--- src/rtl/wb_mem_arbiter_pkg.sv ---
// Shared definitions for the two-master Wishbone memory arbiter.
package wb_mem_arbiter_pkg;

  localparam int unsigned DATA_W = 32;
  localparam int unsigned SEL_W  = 4;

  // Master index constants, also the encoding held in last_grant.
  localparam logic M0 = 1'b0;
  localparam logic M1 = 1'b1;

  typedef enum logic [1:0] {
    ST_IDLE,
    ST_GRANT0,
    ST_GRANT1,
    ST_DRAIN
  } arb_state_t;

endpackage

--- src/rtl/wb_mem_arbiter_watchdog.sv ---
// Per-grant watchdog: counts unacknowledged granted cycles and flags the
// cycle on which the limit is reached.
module wb_watchdog
  import wb_mem_arbiter_pkg::*;
#(
  parameter int unsigned TIMEOUT_CYCLES = 255
) (
  input  logic i_clk,
  input  logic i_rst,
  input  logic i_clr,
  input  logic i_en,
  output logic o_timeout
);

  localparam int unsigned CW = $clog2(TIMEOUT_CYCLES + 1);
  localparam logic [CW-1:0] LAST = CW'(TIMEOUT_CYCLES - 1);

  logic [CW-1:0] count;

  // Count enabled cycles; clear wins over enable.
  always_ff @(posedge i_clk) begin
    if (i_rst || i_clr) begin
      count <= '0;
    end else if (i_en) begin
      count <= count + CW'(1);
    end
  end

  assign o_timeout = i_en && (count == LAST);

endmodule

--- src/rtl/wb_mem_arbiter.sv ---
// Two-master to one-slave Wishbone arbiter: round-robin, bus locked for
// the whole CYC, watchdog-terminated hung transfers.
module wb_mem_arbiter
  import wb_mem_arbiter_pkg::*;
#(
  parameter int unsigned ADDR_WIDTH     = 10,
  parameter int unsigned TIMEOUT_CYCLES = 255
) (
  input  logic                  i_clk,
  input  logic                  i_rst,
  input  logic                  i_m0_cyc,
  input  logic                  i_m0_stb,
  input  logic                  i_m0_we,
  input  logic [ADDR_WIDTH-1:0] i_m0_addr,
  input  logic [DATA_W-1:0]     i_m0_data,
  input  logic [SEL_W-1:0]      i_m0_sel,
  output logic                  o_m0_ack,
  output logic                  o_m0_err,
  output logic                  o_m0_stall,
  output logic [DATA_W-1:0]     o_m0_data,
  input  logic                  i_m1_cyc,
  input  logic                  i_m1_stb,
  input  logic                  i_m1_we,
  input  logic [ADDR_WIDTH-1:0] i_m1_addr,
  input  logic [DATA_W-1:0]     i_m1_data,
  input  logic [SEL_W-1:0]      i_m1_sel,
  output logic                  o_m1_ack,
  output logic                  o_m1_err,
  output logic                  o_m1_stall,
  output logic [DATA_W-1:0]     o_m1_data,
  output logic                  o_s_cyc,
  output logic                  o_s_stb,
  output logic                  o_s_we,
  output logic [ADDR_WIDTH-1:0] o_s_addr,
  output logic [DATA_W-1:0]     o_s_data,
  output logic [SEL_W-1:0]      o_s_sel,
  input  logic                  i_s_ack,
  input  logic                  i_s_stall,
  input  logic [DATA_W-1:0]     i_s_data
);

  arb_state_t state;
  logic       last_grant;
  logic       err_q;
  logic       pending;
  logic       granted;
  logic       own_cyc;
  logic       own_stb;
  logic       wd_clr;
  logic       wd_en;
  logic       wd_timeout;

  // last_grant is updated on every grant, so it also names the current
  // owner throughout GRANTx and DRAIN.
  assign granted = (state == ST_GRANT0) || (state == ST_GRANT1);
  assign own_cyc = (last_grant == M1) ? i_m1_cyc : i_m0_cyc;
  assign own_stb = (last_grant == M1) ? i_m1_stb : i_m0_stb;

  assign wd_clr = !granted || i_s_ack;
  assign wd_en  = granted && (own_stb || pending) && !i_s_ack;

  wb_watchdog #(
    .TIMEOUT_CYCLES(TIMEOUT_CYCLES)
  ) u_watchdog (
    .i_clk     (i_clk),
    .i_rst     (i_rst),
    .i_clr     (wd_clr),
    .i_en      (wd_en),
    .o_timeout (wd_timeout)
  );

  // Arbitration state machine with round-robin tie break and lock until CYC drops.
  always_ff @(posedge i_clk) begin
    if (i_rst) begin
      state      <= ST_IDLE;
      last_grant <= M1;
      err_q      <= 1'b0;
      pending    <= 1'b0;
    end else begin
      err_q <= 1'b0;
      case (state)
        ST_IDLE: begin
          pending <= 1'b0;
          if (i_m0_cyc && (!i_m1_cyc || last_grant == M1)) begin
            state      <= ST_GRANT0;
            last_grant <= M0;
          end else if (i_m1_cyc) begin
            state      <= ST_GRANT1;
            last_grant <= M1;
          end
        end
        ST_GRANT0, ST_GRANT1: begin
          pending <= (pending || (own_stb && !i_s_stall)) && !i_s_ack;
          if (!own_cyc) begin
            state <= ST_IDLE;
          end else if (wd_timeout) begin
            state <= ST_DRAIN;
            err_q <= 1'b1;
          end
        end
        ST_DRAIN: begin
          if (!own_cyc) begin
            state <= ST_IDLE;
          end
        end
        default: state <= ST_IDLE;
      endcase
    end
  end

  // Bus mux driven from the state register; reset blanks it immediately so
  // an aborted transfer never sees an ack.
  always_comb begin
    o_s_cyc    = 1'b0;
    o_s_stb    = 1'b0;
    o_s_we     = 1'b0;
    o_s_addr   = '0;
    o_s_data   = '0;
    o_s_sel    = '0;
    o_m0_ack   = 1'b0;
    o_m0_err   = 1'b0;
    o_m0_stall = 1'b1;
    o_m0_data  = '0;
    o_m1_ack   = 1'b0;
    o_m1_err   = 1'b0;
    o_m1_stall = 1'b1;
    o_m1_data  = '0;
    if (!i_rst) begin
      case (state)
        ST_GRANT0: begin
          o_s_cyc    = i_m0_cyc;
          o_s_stb    = i_m0_stb;
          o_s_we     = i_m0_we;
          o_s_addr   = i_m0_addr;
          o_s_data   = i_m0_data;
          o_s_sel    = i_m0_sel;
          o_m0_ack   = i_s_ack;
          o_m0_stall = i_s_stall;
          o_m0_data  = i_s_data;
        end
        ST_GRANT1: begin
          o_s_cyc    = i_m1_cyc;
          o_s_stb    = i_m1_stb;
          o_s_we     = i_m1_we;
          o_s_addr   = i_m1_addr;
          o_s_data   = i_m1_data;
          o_s_sel    = i_m1_sel;
          o_m1_ack   = i_s_ack;
          o_m1_stall = i_s_stall;
          o_m1_data  = i_s_data;
        end
        ST_DRAIN: begin
          o_m0_err = err_q && (last_grant == M0);
          o_m1_err = err_q && (last_grant == M1);
        end
        default: ;
      endcase
    end
  end

endmodule

--- config.mk ---
export PLATFORM = sky130hd
export DESIGN_NAME = wb_mem_arbiter
export DESIGN_NICKNAME = d
export VERILOG_FILES = /design/src/rtl/wb_mem_arbiter_pkg.sv /design/src/rtl/wb_mem_arbiter_watchdog.sv /design/src/rtl/wb_mem_arbiter.sv
export SDC_FILE = /design/constraint.sdc
export NUM_CORES = 1
export LEC_CHECK = 0
export CAP_MARGIN = 40
export CORE_AREA = 2 2 98 100
export CTS_BUF_LIST = sky130_fd_sc_hd__clkbuf_4
export CTS_CLUSTER_DIAMETER = 80
export DETAILED_ROUTE_END_ITERATION = 7
export DIE_AREA = 0 0 100 102
export PLACE_DENSITY = 0.68
export SETUP_SLACK_MARGIN = 0.3
export SKIP_CTS_REPAIR_TIMING = 1
export SLEW_MARGIN = 25
export SYNTH_ARGS = -nofsm -noshare
export SYNTH_HDL_FRONTEND = slang
export SYNTH_SLANG_ARGS = --single-unit
--- constraint.sdc ---
create_clock -name i_clk -period 5.75 [get_ports i_clk]
set_input_delay 1.15 -clock i_clk [delete_from_list [all_inputs] [get_ports i_clk]]
set_output_delay 1.15 -clock i_clk [all_outputs]
set_load 0.05 [all_outputs]
==> qor.csv <==
metric,value,unit
status,"complete, no violations",
vias,2967,
vias_per_cell,4.702,
max-cap-violations,0,
cp_max_fo,23,
slew_violations,0,
ioPinCount,253,
first_iter_violations,133,
ys_types,38,
syn_nets,424,
synth_seq_cells,13,
cp.required,4600,ps
final_area,4532,um^2
rows,35,
antenna_found_initial,0,
die_w,100,um
core-area,9109,um^2
fin_nets,661,
port_buffers,252,
ir_drop,0.0001079,V
clk_latency,280,ps
grt_max_degree,50,
start_util,20.62,%
h-tree-depth,1,
multi_input_area,1496,um^2
p_total,1.143,mW
num_antenna_cells,0,
power_per_cell_area,252.2,nW/um^2
synth_enable_flop_cells,0,
syn-cell-area,1878,um^2
finalHoldViolCount,0,
p_leak,1.586,nW
rsz0062_at_grt,no,
clk_pin_slew,80,ps
crit_arrival,3610,ps
yosys_warnings,0,
post_drt_wl_per_cell,15.89,um
period_share,82.85,%
dieHeight,102,um
track_usage,17.74,%
place_area,4502,um^2
min-delay-path-class,reg -> reg,
hpwlAfterDp,8311,um
dp_slack,975.5,ps
synth-main-ff-cell,dfxtp_1,
overflow,0,
cts_sinks,13,
die-area,10200,um^2
finalCriticalPeriod,4764,ps
fillers,879,
worst_slew_margin_rel,50.95,%
drcViolationCount,0,
layout-drive-gt1-share,4.038,%
finalSetupViolations,0,
worstSetupStartpointType,input pin,
final_util,49.75,%
cts_tree,done,
grt_pass1_vias,2838,
grt_pass1_wl,14570,um
regArea,260.3,um^2
cts_buffer_depth,2,
fmax,209.9,MHz
fin_tns_setup,0,ps
synth-seq-area-share,13.86,%
avgSynthCellArea,6.613,um^2
cts_made_buffers,3,
layout.cells.non_filler,631,
synthCells,284,
cp-end-kind,primary output,
ant_nets,0,
root_buffer,clkbuf_4,
layout_setup_ws,986.2,ps
fin_hold_ws,494.9,ps
async_flop_share,0,%
dr.pass1.iters,4,
crit_type,in -> out,
wl,10030,um
areaGrowthSynthToFinish,141.3,%
gp_congestion,0.8117,
finalClockSkew,6.806,ps
dp.cells,627,
worstMarginPinSlew,732.4,ps
[path summary, 6_finish.rpt]
kind                       startpoint                   to  slack (ps)  cells after the start
setup reg to reg             state[0]              pending        3510                      6
hold reg to reg   u_watchdog.count[6]  u_watchdog.count[6]         490                      2
setup / recovery                i_rst        o_m1_data[17]         990                      5
hold / removal    u_watchdog.count[6]  u_watchdog.count[6]         490                      2
[registers in the layout (all words and copies together) (netlist names)]
signal	flops
last_grant	1
u_watchdog.count	8
err_q	1
state	2
pending	1
[placed cells by master, fill, tap and decap left out, drive strengths merged, types with 2 or more instances in the layout]
master	instances
and2	67
o21ai	2
a211oi	4
nor2b	3
nand2	6
xnor2	2
or4	2
nand2b	5
clkdlybuf4s50	252
buf	5
o31ai	3
mux2i	3
a22oi	49
a21oi	6
clkbuf	4
ha	6
nor2	60
or3	2
inv	7
nor3	4
dfxtp	13
mux2	3
[Yosys cell counts (3+ instances only)]
library cell  count  area share (%)
a211oi_1          3             1.2
o31ai_1           3             1.2
nand2_1           6             1.2
nor2_1           60              12
nor3_1            4             1.1
nor2b_1           3             1.0
inv_1             7             1.4
clkbuf_1         20             4.0
ha_1              6             4.0
mux2i_1           3             1.6
a22oi_1          49              20
buf_2             3            0.80
a21oi_1           6             1.6
nand2b_1          5             1.7
and2_1           67              22
dfxtp_1          13              14
[critical path: stages]
cell,delay [ps]
clkdlybuf4s50_1,570
nor2b_2,660
buf_4,280
and2_1,140
clkdlybuf4s50_1,800
[metal layers]
metal	up-vias	GRT usage (%)	share of wire (%)
met2	171	32.85	50
met1	1324	20.33	38
li1	1458	-	-
met5	-	0	0
met3	14	4.788	9.4
met4	0	4.320	1.9
[where the power goes]
group / leakage, nW / internal, mW / switching (mW) / total, mW
clock network: 0.0184 / 0.0316 / 0.0305 / 0.0621
logic: 1.46 / 0.367 / 0.602 / 0.969
registers: 0.105 / 0.0998 / 0.0119 / 0.112
total: 1.59 / 0.499 / 0.644 / 1.14
[cells by family (layout without fill, tap and decap cells)]
family	count (synthesis)	after routing	synth area share [%]
mux	6	6	3.398
xor+xnor	3	3	1.399
compound gates	70	70	27.58
flops	13	13	13.86
simple gates	154	154	42.77
buf+inv	32	268	6.995
fa+ha+maj	6	6	3.997
[cell type report]
type | instances | share of cell area (%)
clock buffer | 4 | 0.6626
sequential | 13 | 5.743
inverter | 7 | 0.5798
multi-input combinational | 239 | 33.02
tap | 111 | 3.065
timing repair buffer | 257 | 56.93
Power figures use the tool's default switching activity.
==> variant, RTL diff (same settings) <==
Re-encode `arb_state_t` (4 states) as one-hot, 4 bits wide.
--- a/src/rtl/wb_mem_arbiter_pkg.sv
+++ b/src/rtl/wb_mem_arbiter_pkg.sv
@@ -9,9 +9,9 @@
   localparam logic M1 = 1'b1;
 
-  typedef enum logic [1:0] {
-    ST_IDLE,
-    ST_GRANT0,
-    ST_GRANT1,
-    ST_DRAIN
+  typedef enum logic [3:0] {
+    ST_IDLE   = 4'b0001,
+    ST_GRANT0 = 4'b0010,
+    ST_GRANT1 = 4'b0100,
+    ST_DRAIN  = 4'b1000
   } arb_state_t;
 
Function: same outputs for any inputs over 10 cycles, from zero or initial values and one cycle with i_rst high; not proved beyond that.
==> variant against the original RTL <==
Wire length grew 2.2%; area after synthesis shrank 1.2%; final cell count grew 5.1%; final area shrank 1.6%; via count grew 3.7%; largest cell class unchanged; critical path depth grew 1; worst setup slack gained 0.65 ns; sequential cell count grew 2; critical path type unchanged; utilization shrank 0.78 points; synthesized cell count grew 13%.
Power is not compared: it rests on default switching activity, and its combinational part moved more than twofold at a synthesized area within 25%.
==> variant: results (changes against the original RTL) <==
* Status: completed
* Signal buffers share of area at 0.5753 (+0.006018)
* GRT met1 Usage at 0.2279 (+0.02466)
* R2R Setup Slk at 3.75 ns (+0.24 ns)
* Post-synthesis adder-cell area fraction at 0.01349 (-0.02649)
* Sequential area share after synthesis at 0.1618 (+0.02326)
* Largest net degree at the start of global routing at 56 (+12%)
* Critical path capture point: o_m0_data[31]
* Post-Synth XOR/XNOR Area at 0.02832 (+0.01433)
* Distinct cells, synth at 33 (-13%)
* Routability cong. at 0.8532 (+5.1%)
* HPWL after DPL at 8099 um (-2.6%)
* CP Max Fanout at 33 (+43%)
* Area contributors post-synth: nor2_1, a22oi_1, dfxtp_1
* Fin nets at 689 (+4.2%)
* Clk_buf instances at 3 (-1)
* #MultiIn Comb at 272 (+14%)
* Hold path start: u_watchdog.count[1]$_SDFFE_PP0P_
* Cell Area, Placed at 0.004433 mm^2 (-1.5%)
* Crit-path max cell delay at 0.83 ns (+0.03 ns)
* Critical Path AT at 2.97 ns (-0.64 ns)
* Hold endpoint: u_watchdog.count[1]$_SDFFE_PP0P_
* Share of layout cells above drive strength 1 at 0.03261 (-0.007776)
* TritonCTS Sinks at 15 (+2)
* Met3 WL at 490 um (-48%)
* Starting DRT DRC Count at 174 (+31%)
* Filler cell count at 915 (+4.1%)
* Met2 wire length at 5272 um (+4.2%)
* First-pass GRT wire length at 14540 um (-0.23%)
* GR Util met3 at 0.02804 (-0.01984)
* Reg2reg end: u_watchdog.count[7]$_SDFFE_PP0P_
* Nonclk buf count at 258 (+0.39%)
* Inverters at 3 (-4)
* Most common library cells after synthesis: nor2_1, a22oi_1, nand2_1, clkbuf_1, dfxtp_1
* Met2 usage at 0.3041 (-0.02443)
-- variant: cell types whose count changed in the layout (fill, tap and decap cells not counted), moves of 3 or more --
cell	unedited run	this run
a211oi_1	3	0
o2111ai_1	1	4
nand3_1	1	6
nor2_1	60	124
mux2i_1	3	0
inv_1	7	3
xor2_1	1	5
nand4_1	0	3
and2_1	67	1
nand2b_1	4	0
nand2_1	6	42
-- variant: power groups by stage --
stage	logic [uW]	clock network, uW	registers, uW
3_5_place_dp	238	0	118
2_1_floorplan	114	0	112
4_1_cts	240	63.3	115
5_1_grt	255	68.4	116
6_report	238	61.0	115
3_3_place_gp	235	0	117
-- variant: metrics by stage --
step,cells,worst slack (ns),hold slack [ns],util
global route,663,1.484,0.5310,0.4897
detailed placement,659,1.648,0.4830,0.4867
finish,663,1.634,0.4911,0.4897
CTS,663,1.643,0.4950,0.4897
floorplan,320,1.595,0.4608,-
global placement,658,1.648,0.4761,0.4854
